File: config.mk
export PLATFORM = sky130hd
export DESIGN_NAME = instruction_fetch_unit
export DESIGN_NICKNAME = d
export VERILOG_FILES = /design/src/rtl/instruction_fetch_unit.sv
export SDC_FILE = /design/constraint.sdc
export NUM_CORES = 1
export LEC_CHECK = 0
export ABC_AREA = 0
export BUFFER_PORTS_ARGS = -buffer_cell sky130_fd_sc_hd__buf_2
export CAP_MARGIN = 40
export CORE_MARGIN = 2
export CORE_UTILIZATION = 56
export CTS_BUF_LIST = sky130_fd_sc_hd__clkbuf_8
export CTS_CLUSTER_DIAMETER = 30
export DETAILED_ROUTE_END_ITERATION = 12
export GPL_TIMING_DRIVEN = 0
export PLACE_DENSITY = 0.79
export SLEW_MARGIN = 5
export SYNTH_ARGS = -nofsm -noshare
export SYNTH_HDL_FRONTEND = slang
export SYNTH_SLANG_ARGS = --single-unit
File: constraint.sdc
create_clock -name CLK -period 2.34 [get_ports CLK]
set_input_delay 0.468 -clock CLK [delete_from_list [all_inputs] [get_ports CLK]]
set_output_delay 0.468 -clock CLK [all_outputs]
set_load 0.03 [all_outputs]
File: src/rtl/instruction_fetch_unit.sv
// Instruction fetch stage: PC sequencing, request/ack handshake to instruction memory,
// one-entry skid buffer for stalls, and branch redirect with in-flight request drain.
module instruction_fetch_unit #(
  parameter logic [31:0] RESET_PC = 32'h0000_0000
) (
  input  logic        CLK,
  input  logic        CLR_N,
  input  logic        STALL,
  input  logic        BR_TAKEN,
  input  logic [31:0] BR_TARGET,
  input  logic        IMEM_ACK,
  input  logic [31:0] IMEM_DATA,
  output logic        IMEM_REQ,
  output logic [31:0] IMEM_ADDR,
  output logic [31:0] INSTR_Out,
  output logic [31:0] PC4_Out,
  output logic        IFID_LE,
  output logic        IFID_CLR,
  output logic [31:0] PC_Out
);

  typedef enum logic [1:0] {StBoot, StFetch, StHold, StDrain} state_e;

  state_e      state_q, state_d;
  logic [31:0] pc_q, pc_d;
  logic [31:0] drain_addr_q, drain_addr_d;
  logic [31:0] instr_q, instr_d;
  logic [31:0] pc4_q, pc4_d;
  logic        le_q, le_d;
  logic        clr_q, clr_d;
  logic [31:0] skid_instr_q, skid_instr_d;
  logic [31:0] skid_pc4_q, skid_pc4_d;
  logic        skid_valid_q, skid_valid_d;
  logic [31:0] pc_plus4;

  assign pc_plus4 = pc_q + 32'd4;

  always_comb begin
    state_d      = state_q;
    pc_d         = pc_q;
    drain_addr_d = drain_addr_q;
    instr_d      = instr_q;
    pc4_d        = pc4_q;
    le_d         = le_q;
    clr_d        = 1'b0;
    skid_instr_d = skid_instr_q;
    skid_pc4_d   = skid_pc4_q;
    skid_valid_d = skid_valid_q;

    if (BR_TAKEN) begin
      pc_d         = {BR_TARGET[31:2], 2'b00};
      le_d         = 1'b0;
      clr_d        = 1'b1;
      skid_valid_d = 1'b0;
      unique case (state_q)
        StFetch: begin
          // The outstanding request must still complete at its original address.
          if (!IMEM_ACK) begin
            state_d      = StDrain;
            drain_addr_d = pc_q;
          end else begin
            state_d = StFetch;
          end
        end
        // A drained request that acks in the same cycle is finished; otherwise keep draining.
        StDrain: state_d = IMEM_ACK ? StFetch : StDrain;
        default: state_d = StFetch;
      endcase
    end else begin
      unique case (state_q)
        StBoot: state_d = StFetch;
        StFetch: begin
          if (IMEM_ACK) begin
            pc_d = pc_plus4;
            if (STALL) begin
              skid_instr_d = IMEM_DATA;
              skid_pc4_d   = pc_plus4;
              skid_valid_d = 1'b1;
              state_d      = StHold;
            end else begin
              instr_d = IMEM_DATA;
              pc4_d   = pc_plus4;
              le_d    = 1'b1;
            end
          end else if (!STALL) begin
            le_d = 1'b0;
          end
        end
        StHold: begin
          if (!STALL) begin
            instr_d      = skid_instr_q;
            pc4_d        = skid_pc4_q;
            le_d         = skid_valid_q;
            skid_valid_d = 1'b0;
            state_d      = StFetch;
          end
        end
        StDrain: begin
          if (IMEM_ACK) state_d = StFetch;
          if (!STALL) le_d = 1'b0;
        end
        default: state_d = StBoot;
      endcase
    end
  end

  always_ff @(posedge CLK or negedge CLR_N) begin
    if (!CLR_N) begin
      state_q      <= StBoot;
      pc_q         <= RESET_PC;
      drain_addr_q <= RESET_PC;
      instr_q      <= 32'h0;
      pc4_q        <= 32'h0;
      le_q         <= 1'b0;
      clr_q        <= 1'b0;
      skid_instr_q <= 32'h0;
      skid_pc4_q   <= 32'h0;
      skid_valid_q <= 1'b0;
    end else begin
      state_q      <= state_d;
      pc_q         <= pc_d;
      drain_addr_q <= drain_addr_d;
      instr_q      <= instr_d;
      pc4_q        <= pc4_d;
      le_q         <= le_d;
      clr_q        <= clr_d;
      skid_instr_q <= skid_instr_d;
      skid_pc4_q   <= skid_pc4_d;
      skid_valid_q <= skid_valid_d;
    end
  end

  assign IMEM_REQ  = (state_q == StFetch) || (state_q == StDrain);
  assign IMEM_ADDR = (state_q == StDrain) ? drain_addr_q : pc_q;
  assign INSTR_Out = instr_q;
  assign PC4_Out   = pc4_q;
  assign IFID_LE   = le_q;
  assign IFID_CLR  = clr_q;
  assign PC_Out    = pc_q;

endmodule

==> impl_metrics.yaml, run 1 <==
status:
  status: "finished clean"
die:
  placeableCoreArea_um2: 15800
  die_w_um: 131
  io_pins: 200
  die_area_um2: 17200
  start_util_pct: 57.3
  chipHeight_um: 131
  row_count: 46
power:
  powerDensity_nw_per_um2: 1250
  p_leak_nw: 5.04
  vdd_drop_max_v: 0.000528
detailed_routing:
  drt_iter0_markers: 348
  vias: 7225
  routed_wirelength_mm: 22.5
  avgViaCountPerCell: 5.52
  drt.antenna.violating_nets: 0
  drc: 0
  dr.pass1.iters: 5
  wire_per_inst_um: 17.2
placed_design:
  port-buffer-count: 190
  place_congestion: 0.856
  place_inst: 1276
  place_ws_ps: -163
  hpwlAfterDp_mm: 16.3
logic_synthesis:
  yosys-top-cells-area: "dfrtp_1 52%, mux2_2 12%, nand2_1 6.6%"
  yosysTopAreaCellShare_pct: 52.2
  yosys.area.top_type: "dfrtp_1"
  synth_commonest_cells: "189 x dfrtp_1, 159 x nand2_1, 110 x o21ai_0"
  synth_xor_area_share_pct: 5.22
  synth_flop_cell: "dfrtp_1"
  netlist-cell-type-count: 46
  ys_ff_latch: 189
  synth_top_family_by_area: "multiplexers"
  ys_seq_area_share_pct: 52.2
  muxShareOfSynthArea_pct: 15.8
  synth_compound_area_share_pct: 9.15
  synth_area_um2: 9060
  async_flop_share_pct: 100
  synthCells: 864
  yosysMostFrequentCell: "dfrtp_1"
  ys_warn_count: 0
  synth_edf_count: 0
  synth_fa_ha_area_share_pct: 0.552
  synth.avg_cell_area_um2: 10.5
  synthSimpleGateAreaFrac_pct: 13.1
timing:
  relSlewSlack_pct: 46.1
  rsz0062_at_grt: "no"
  max_freq_mhz: 440
  period_share_pct: 97.2
  hold_violations: 0
  slew_violations: 0
  finClkSkew_ps: 13.5
  setup_ws_ps: 66.3
  min_period_ps: 2270
  tightest_slew_ps: 809
  setup_viol: 0
setup_path:
  critPathCaptureType: "output pin"
  path_class: "reg -> out"
  crit_path_top_delay_cell: "dfrtp_2"
  setup.worst_path.start_class: "register"
  timing.rr.end: "PC_Out[30]"
  slowest_delay_ps: 420
  crit_end: "IMEM_ADDR[30]"
  critPathRequiredTime_ps: 1870
  crit_path_max_fanout: 10
  r2r_slack_ps: 90
  cp-startpoint: "state_q[0]"
  cp_data_arrival_time_ps: 1810
  crit_cells: 4
  crit_buf_inv: 2
  crit_chain: "ha_4 > clkbuf_8 > mux2_2 > buf_2"
  r2r_start: "PC_Out[3]"
  rr_worst_depth: 6
  crit_family: "flip-flops"
final_layout:
  num_antenna_cells: 0
  num-nets-final: 1154
  layout.cells.non_filler: 1310
  area_growth_pct: 19.7
  nFillCells: 1256
  drive_above_1_share_pct: 35.0
clock_network:
  clkTransAtPathRegs_ps: 90
  cts_buffer_depth: 2
  cts.sinks: 189
  cts_tree: "yes"
  numCtsBuffers: 17
  htree_num_levels: 4
  cts_root_buffer: "clkbuf_8"
  clk-insertion-delay-late_ps: 460
global_routing:
  grt_pass1_wl_mm: 36.3
  grt_use_total_pct: 26.5
  grt_max_degree: 100
  overflow: 0
  grt_pass1_vias: 7127
  antenna_found_initial: 0
job:
  drv_cap: 0
hold_path:
  hp-class: "in -> async"
## layout make-up
class,instances,area (µm²),area share [%]
inverter,10,37.5,0.346
buffer,70,374,3.45
clock buffer,17,234,2.16
multi-input combinational,597,4020,37.1
clock inverter,15,148,1.36
timing repair buffer,196,1030,9.46
tap,216,270,2.49
sequential,189,4730,43.6
## per-stage QoR
step	util, %	power (mW)	setup TNS [ps]	hold WS, ps	instance area [µm²]
after CTS	68.2	13.6	0	63.3	10800
final	68.5	13.6	0	22.3	10800
after global routing	68.5	14.4	0	86.0	10800
after global placement	65.1	11.2	-426960	457	10300
after floorplan	-	9.54	0	172	9080
after detailed placement	65.3	11.4	-6530	465	10300
## timing repair
item | 4_1_cts | 5_1_grt
hold buffers | 0 | 0
endpoints found under the setup margin | 72 | 140
pin swaps | 1 | 2
buffers inserted | 3 | 2
gates resized for setup | 17 | 29
## worst min path at each step
stage,end,slack [ps],cells past startpoint
detailed placement,PC4_Out[16],470,2
finish,drain_addr_q[8],20,1
global placement,INSTR_Out[8],460,2
floorplan,IFID_CLR,170,0
CTS,drain_addr_q[8],60,1
global route,PC_Out[3],90,1
## state kept, by name, indices dropped and copies added, names as in the netlist
name and count:
IFID_CLR 1, IFID_LE 1, INSTR_Out 32, PC4_Out 30, PC_Out 30, drain_addr_q 30, skid_instr_q 32, skid_pc4_q 30
skid_valid_q 1, state_q 2
## layout by cell type, fill, tap and decap left out, types with 2 or more instances in the layout
cell / instances
buf_4: 13
bufinv_16: 2
conb_1: 6
buf_2: 208
nand2_1: 159
dfrtp_1: 186
o221ai_1: 14
mux2i_1: 38
mux2_2: 93
buf_6: 2
xnor2_1: 17
nand4_1: 14
clkbuf_8: 19
and3_1: 3
nand3_1: 24
nor3_1: 8
o21ai_0: 110
inv_6: 3
nor2b_1: 4
nor3b_1: 3
o21ai_1: 3
clkinvlp_4: 3
dfrtp_2: 3
and4_1: 3
clkinv_4: 2
clkbuf_4: 2
a211oi_1: 2
clkbuf_2: 12
ha_1: 3
nor2_1: 19
a21oi_1: 11
nor4_4: 2
inv_1: 12
a22oi_1: 2
clkbuf_1: 25
clkinv_2: 2
xor2_1: 37
## routing by layer
layer | wire length, µm | GRT usage (%)
met3 | 1390 | 5.29
met5 | 0 | 0
met2 | 10900 | 44.1
met1 | 9650 | 34.7
met4 | 527 | 9.54
## worst register-to-register path, delay by kind of cell (launching register included)
kind,cells,cell delay (ps)
AO/OA/AOI/OAI,1,160
XOR/XNOR,1,180
adder cells (fa/ha/maj),1,270
flip-flops,1,490
AND/OR/NAND/NOR,3,1080
## logic make-up (layout without fill, tap and decap cells)
group,Yosys count,after routing
mux,131,131
xor+xnor,54,54
other cells,1,6
buf+inv,83,308
compound gates,148,148
simple gates,254,254
fa+ha+maj,4,4
flops,189,189
## report_power, final
part	internal [mW]	switching, mW	leakage [nW]
Clock	0.946	1.17	0.197
Combinational	2.21	3.90	2.51
Sequential	4.62	0.737	2.33
No activity file was read; power rests on OpenSTA's default activity.
==> inputs of run 2 (changes only) <==
--- a/config.mk
+++ b/config.mk
@@ -9,12 +9,12 @@
 export BUFFER_PORTS_ARGS = -buffer_cell sky130_fd_sc_hd__buf_2
 export CAP_MARGIN = 40
 export CORE_MARGIN = 2
-export CORE_UTILIZATION = 56
+export CORE_UTILIZATION = 61
 export CTS_BUF_LIST = sky130_fd_sc_hd__clkbuf_8
 export CTS_CLUSTER_DIAMETER = 30
 export DETAILED_ROUTE_END_ITERATION = 12
 export GPL_TIMING_DRIVEN = 0
-export PLACE_DENSITY = 0.79
+export PLACE_DENSITY = 0.85
 export SLEW_MARGIN = 5
 export SYNTH_ARGS = -nofsm -noshare
 export SYNTH_HDL_FRONTEND = slang
==> constraint.sdc (replaced) <==
create_clock -name CLK -period 2.7 [get_ports CLK]
set_input_delay 0.54 -clock CLK [delete_from_list [all_inputs] [get_ports CLK]]
set_output_delay 0.54 -clock CLK [all_outputs]
set_load 0.03 [all_outputs]
==> impl_metrics.yaml, run 2 (synthesized netlist as in run 1, its figures left out) <==
status:
  status: "finished clean"
clock_network:
  cts_resized: 4
  cts_buffer_depth: 2
  clkTransAtPathRegs_ps: 100
  htree_num_levels: 4
  cts_tree: "yes"
  numCtsBuffers: 17
  cts.sinks: 189
  clk-insertion-delay-late_ps: 480
  cts_setup_buffers: 0
  cts_root_buffer: "clkbuf_8"
  cts-hold-fix-buffers: 0
detailed_routing:
  routed_wirelength_mm: 22.2
  wire_per_inst_um: 17.4
  drc: 0
  drt_iter0_markers: 602
  avgViaCountPerCell: 5.74
  vias: 7317
  drt.antenna.violating_nets: 0
  dr.pass1.iters: 7
setup_path:
  critPathCaptureType: "output pin"
  critPathRequiredTime_ps: 2160
  crit_path_max_fanout: 10
  setup.worst_path.start_class: "register"
  worst_path_most_repeated_cell: "buf_2"
  cp_data_arrival_time_ps: 2100
  path_class: "reg -> out"
  slowest_delay_ps: 420
  crit_path_top_delay_cell: "dfrtp_1"
  crit_chain: "ha_2 > buf_2 > mux2_2 > buf_2"
power:
  p_leak_nw: 4.95
  p_int_mw: 6.68
  power_frac_comb_pct: 44.0
  power_mw: 11.8
  p_sw_mw: 5.09
  powerDensity_nw_per_um2: 1100
  swShare_pct: 43.3
  seqPwrFrac_pct: 39.3
  clkPwrFrac_pct: 16.7
  vdd_drop_max_v: 0.000614
final_layout:
  area_growth_pct: 18.3
  final_cell_mix: "211 x buf_2, 189 x dfrtp_1, 159 x nand2_1"
  nFillCells: 1099
  num-nets-final: 1150
  post-route-cell-area_um2: 10700
  drive_above_1_share_pct: 33.1
  num_antenna_cells: 0
  layout.cells.non_filler: 1274
  final_common_cell: "buf_2"
global_routing:
  antenna_found_initial: 0
  overflow: 0
  grt_pass1_vias: 7278
  grt_pass1_wl_mm: 36.6
  grt_max_degree: 100
  grt_use_total_pct: 29.0
placed_design:
  place_congestion: 0.869
  hpwlAfterDp_mm: 16.0
  port-buffer-count: 190
  placed_area_um2: 10300
  place_inst: 1244
die:
  io_pins: 200
  chipHeight_um: 126
  die_w_um: 126
  placeableCoreArea_um2: 14500
  row_count: 44
  die_area_um2: 15800
  start_util_pct: 62.4
job:
  drv_cap: 0
timing:
  setup_viol: 0
  hold_violations: 0
  finClkSkew_ps: 10.9
  rsz0062_at_grt: "yes"
  min_period_ps: 2640
  slew_violations: 0
  period_share_pct: 97.6
  tightest_slew_ps: 785
  max_freq_mhz: 379
  relSlewSlack_pct: 47.7
  fin_setup_tns_ps: 0
hold_path:
  hp-class: "in -> async"
## run 2: cell count changes in the layout (fill, tap and decap cells not counted), moves of 3 or more
cell / change
inv_6: +3
buf_2: +3
buf_1: +4
clkbuf_2: -12
clkbuf_1: +10
dfrtp_1: +3
inv_1: -3
buf_4: -6
dfrtp_2: -3
## run 2: layer usage
metal / share of wire [%] / routed length (µm) / GRT usage (%) / up-vias
met2: 49 / 10900 / 47.3 / 258
met1: 42 / 9240 / 39.0 / 3611
met3: 6.1 / 1350 / 5.61 / 48
li1: - / - / - / 3400
met4: 3.0 / 659 / 10.9 / 0
met5: 0 / 0 / 0 / -
## run 2: layout make-up
class	count	area, µm²	share of cell area (%)
Buffer	71	332	3.09
Tap cell	184	230	2.15
Timing Repair Buffer	191	988	9.22
Clock buffer	17	234	2.18
Sequential cell	189	4730	44.1
Multi-Input combinational cell	597	3990	37.2
Inverter	10	37.5	0.350
Clock inverter	15	178	1.66
## run 2: worst paths after layout
path	startpoint	end	slack [ps]	cells past startpoint
hold / removal	CLR_N	drain_addr_q[6]	70	1
hold reg to reg	INSTR_Out[19]	INSTR_Out[19]	480	2
setup reg to reg	state_q[1]	skid_pc4_q[25]	240	10
max in group asynchronous	CLR_N	PC4_Out[26]	1680	2
min in group CLK	BR_TARGET[20]	PC_Out[20]	260	3
setup / recovery	state_q[0]	IMEM_ADDR[30]	60	4
## run 2: per-stage QoR
stage / setup slack [ps] / utilization, % / hold WS, ps
after floorplan: 483 / - / 244
after global placement: -1950 / 70.6 / 457
after detailed placement: 83.1 / 70.9 / 464
after CTS: 22.7 / 73.7 / 80.7
after global routing: -15.5 / 73.8 / 107
final: 63.6 / 73.8 / 68.9
## run 2: critical path: cells and delay by family, from the launching register on
| kind | cells | cell delay [ps] |
|---|---|---|
| muxes | 1 | 390 |
| buffers and inverters | 2 | 470 |
| DFF | 1 | 420 |
| adders and majority gates | 1 | 340 |
## run 2: power by group through the flow
stage               sequential, mW  clock (mW)  combinational, mW
global placement              4.60           0               5.04
CTS                           4.62        1.99               5.20
floorplan                     5.51           0               2.76
detailed placement            4.67           0               5.18
global route                  4.77        2.11               5.60
finish                        4.63        1.96               5.18
==> inputs of run 3 (changes only) <==
--- a/config.mk
+++ b/config.mk
@@ -6,15 +6,15 @@
 export NUM_CORES = 1
 export LEC_CHECK = 0
 export ABC_AREA = 0
-export BUFFER_PORTS_ARGS = -buffer_cell sky130_fd_sc_hd__buf_2
 export CAP_MARGIN = 40
 export CORE_MARGIN = 2
 export CORE_UTILIZATION = 61
 export CTS_BUF_LIST = sky130_fd_sc_hd__clkbuf_8
 export CTS_CLUSTER_DIAMETER = 30
 export DETAILED_ROUTE_END_ITERATION = 12
+export DONT_BUFFER_PORTS = 1
 export GPL_TIMING_DRIVEN = 0
-export PLACE_DENSITY = 0.85
+export PLACE_DENSITY = 0.74
 export SLEW_MARGIN = 5
 export SYNTH_ARGS = -nofsm -noshare
 export SYNTH_HDL_FRONTEND = slang
==> impl_metrics.yaml, run 3 (synthesized netlist as in run 1, its figures left out) <==
detailed_routing:
  wl_met1_mm: 8.54
  avgViaCountPerCell: 6.03
  drc: 0
  drt.antenna.violating_nets: 0
  drt_iter0_markers: 425
  dr_wl_met3_mm: 1.81
  dr.pass1.iters: 4
  top_layer: "met5"
  vias: 6550
  routed_wirelength_mm: 21.4
  wire_per_inst_um: 19.7
  met2_length_mm: 10.5
clock_network:
  cts_root_buffer: "clkbuf_8"
  cts_buffer_depth: 2
  clk-insertion-delay-late_ps: 460
  clkTransAtPathRegs_ps: 90
  htree_num_levels: 4
  cts.sinks: 189
  cts_setup_buffers: 0
  cts_tree: "yes"
  numCtsBuffers: 17
setup_path:
  path_class: "reg -> out"
  crit_buf_inv: 1
  critPathCaptureType: "output pin"
  slowest_delay_ps: 470
  crit_family: "multiplexers"
  cp_data_arrival_time_ps: 2030
  r2r_slack_ps: 140
  setup.worst_path.start_class: "register"
  r2r_start: "state_q[0]"
  critPathRequiredTime_ps: 2160
  rr_worst_depth: 8
  crit_path_max_fanout: 10
  crit_chain: "ha_2 > clkbuf_2 > mux2_2"
  crit_path_top_delay_cell: "mux2_2"
  timing.rr.end: "skid_pc4_q[6]"
timing:
  setup_viol: 0
  rsz0062_at_grt: "no"
  min_period_ps: 2570
  tightest_slew_ps: 806
  hold_violations: 189
  max_freq_mhz: 389
  finClkSkew_ps: 7.61
  fin_hold_ws_ps: -235
  period_share_pct: 95.2
  fin_setup_tns_ps: 0
  slew_violations: 0
  relSlewSlack_pct: 46.3
status:
  status: "finished with violations"
  failed_checks: "negative hold slack"
power:
  power_mw: 10.9
  p_leak_nw: 4.14
  powerDensity_nw_per_um2: 1120
  vdd_drop_max_v: 0.000587
job:
  drv_cap: 0
final_layout:
  layout.cells.non_filler: 1086
  final_cell_mix: "188 x dfrtp_1, 159 x nand2_1, 110 x o21ai_0"
  num-nets-final: 962
  post-route-cell-area_um2: 9710
  num_antenna_cells: 0
  drive_above_1_share_pct: 19.2
  final_common_cell: "dfrtp_1"
  area_growth_pct: 7.12
die:
  placeableCoreArea_um2: 14500
  row_count: 44
  io_pins: 200
  die_w_um: 126
  chipHeight_um: 126
  start_util_pct: 62.4
  die_area_um2: 15800
global_routing:
  overflow: 0
  grt_use_total_pct: 27.3
  grt_pass1_wl_mm: 34.3
  grt_max_degree: 190
  grt_pass1_vias: 6772
  antenna_found_initial: 1
placed_design:
  hpwlAfterDp_mm: 15.6
  place_inst: 1056
  placed_area_um2: 9330
  port-buffer-count: 0
  place_congestion: 0.869
hold_path:
  hp-class: "in -> async"
## run 3: where the power goes
group | internal, mW | switching (mW) | total (mW)
Combinational | 1.33 | 2.05 | 3.38
Clock | 0.780 | 1.00 | 1.78
Sequential | 3.99 | 1.75 | 5.74
Total | 6.10 | 4.80 | 10.9
## run 3: repair_timing
| action | CTS | global route |
|---|---|---|
| endpoints found under the setup margin | 28 | 11 |
| resized for setup | 5 | 2 |
| hold endpoints to repair | 189 | 189 |
## run 3: layer usage
metal  up-vias  track usage, %
li1       3010               -
met1      3237            34.4
met2       263            45.6
met3        38            7.52
met4         2            9.95
met5         -               0
## run 3: final cells by class
| cell class | count | area [µm²] |
|---|---|---|
| clock buffer | 19 | 262 |
| multi-input combinational | 597 | 4000 |
| buffer | 71 | 324 |
| sequential | 189 | 4730 |
| tap | 184 | 230 |
| clock inverter | 13 | 114 |
| inverter | 10 | 37.5 |
| fill | 1174 | 4820 |
| timing repair buffer | 3 | 15.0 |
## run 3: worst register-to-register path, stage by stage, from the launching register on
cell and delay (ps):
dfrtp_1 430, ha_1 200, buf_2 160, and2_1 140
clkbuf_1 160, nand3b_1 330, buf_2 340, buf_1 480
o21ai_0 170
## run 3: worst max-delay path by stage
stage | from | endpoint | slack [ps] | depth (start not counted)
2_1_floorplan | state_q[0] | IMEM_ADDR[21] | 480 | 4
3_3_place_gp | PC_Out[2] | PC4_Out[22] | 100 | 6
3_5_place_dp | PC_Out[2] | PC4_Out[24] | 10 | 6
4_1_cts | state_q[0] | IMEM_ADDR[30] | 100 | 3
5_1_grt | state_q[1] | skid_pc4_q[30] | 2 | 10
6_report | state_q[0] | IMEM_ADDR[15] | 130 | 3
## run 3: metrics by stage
stage | setup WS [ps] | util [%]
finish | 130 | 66.8
global route | 1.76 | 66.8
CTS | 98.4 | 66.8
detailed placement | 12.9 | 64.2
global placement | 95.1 | 64.1
floorplan | 483 | -
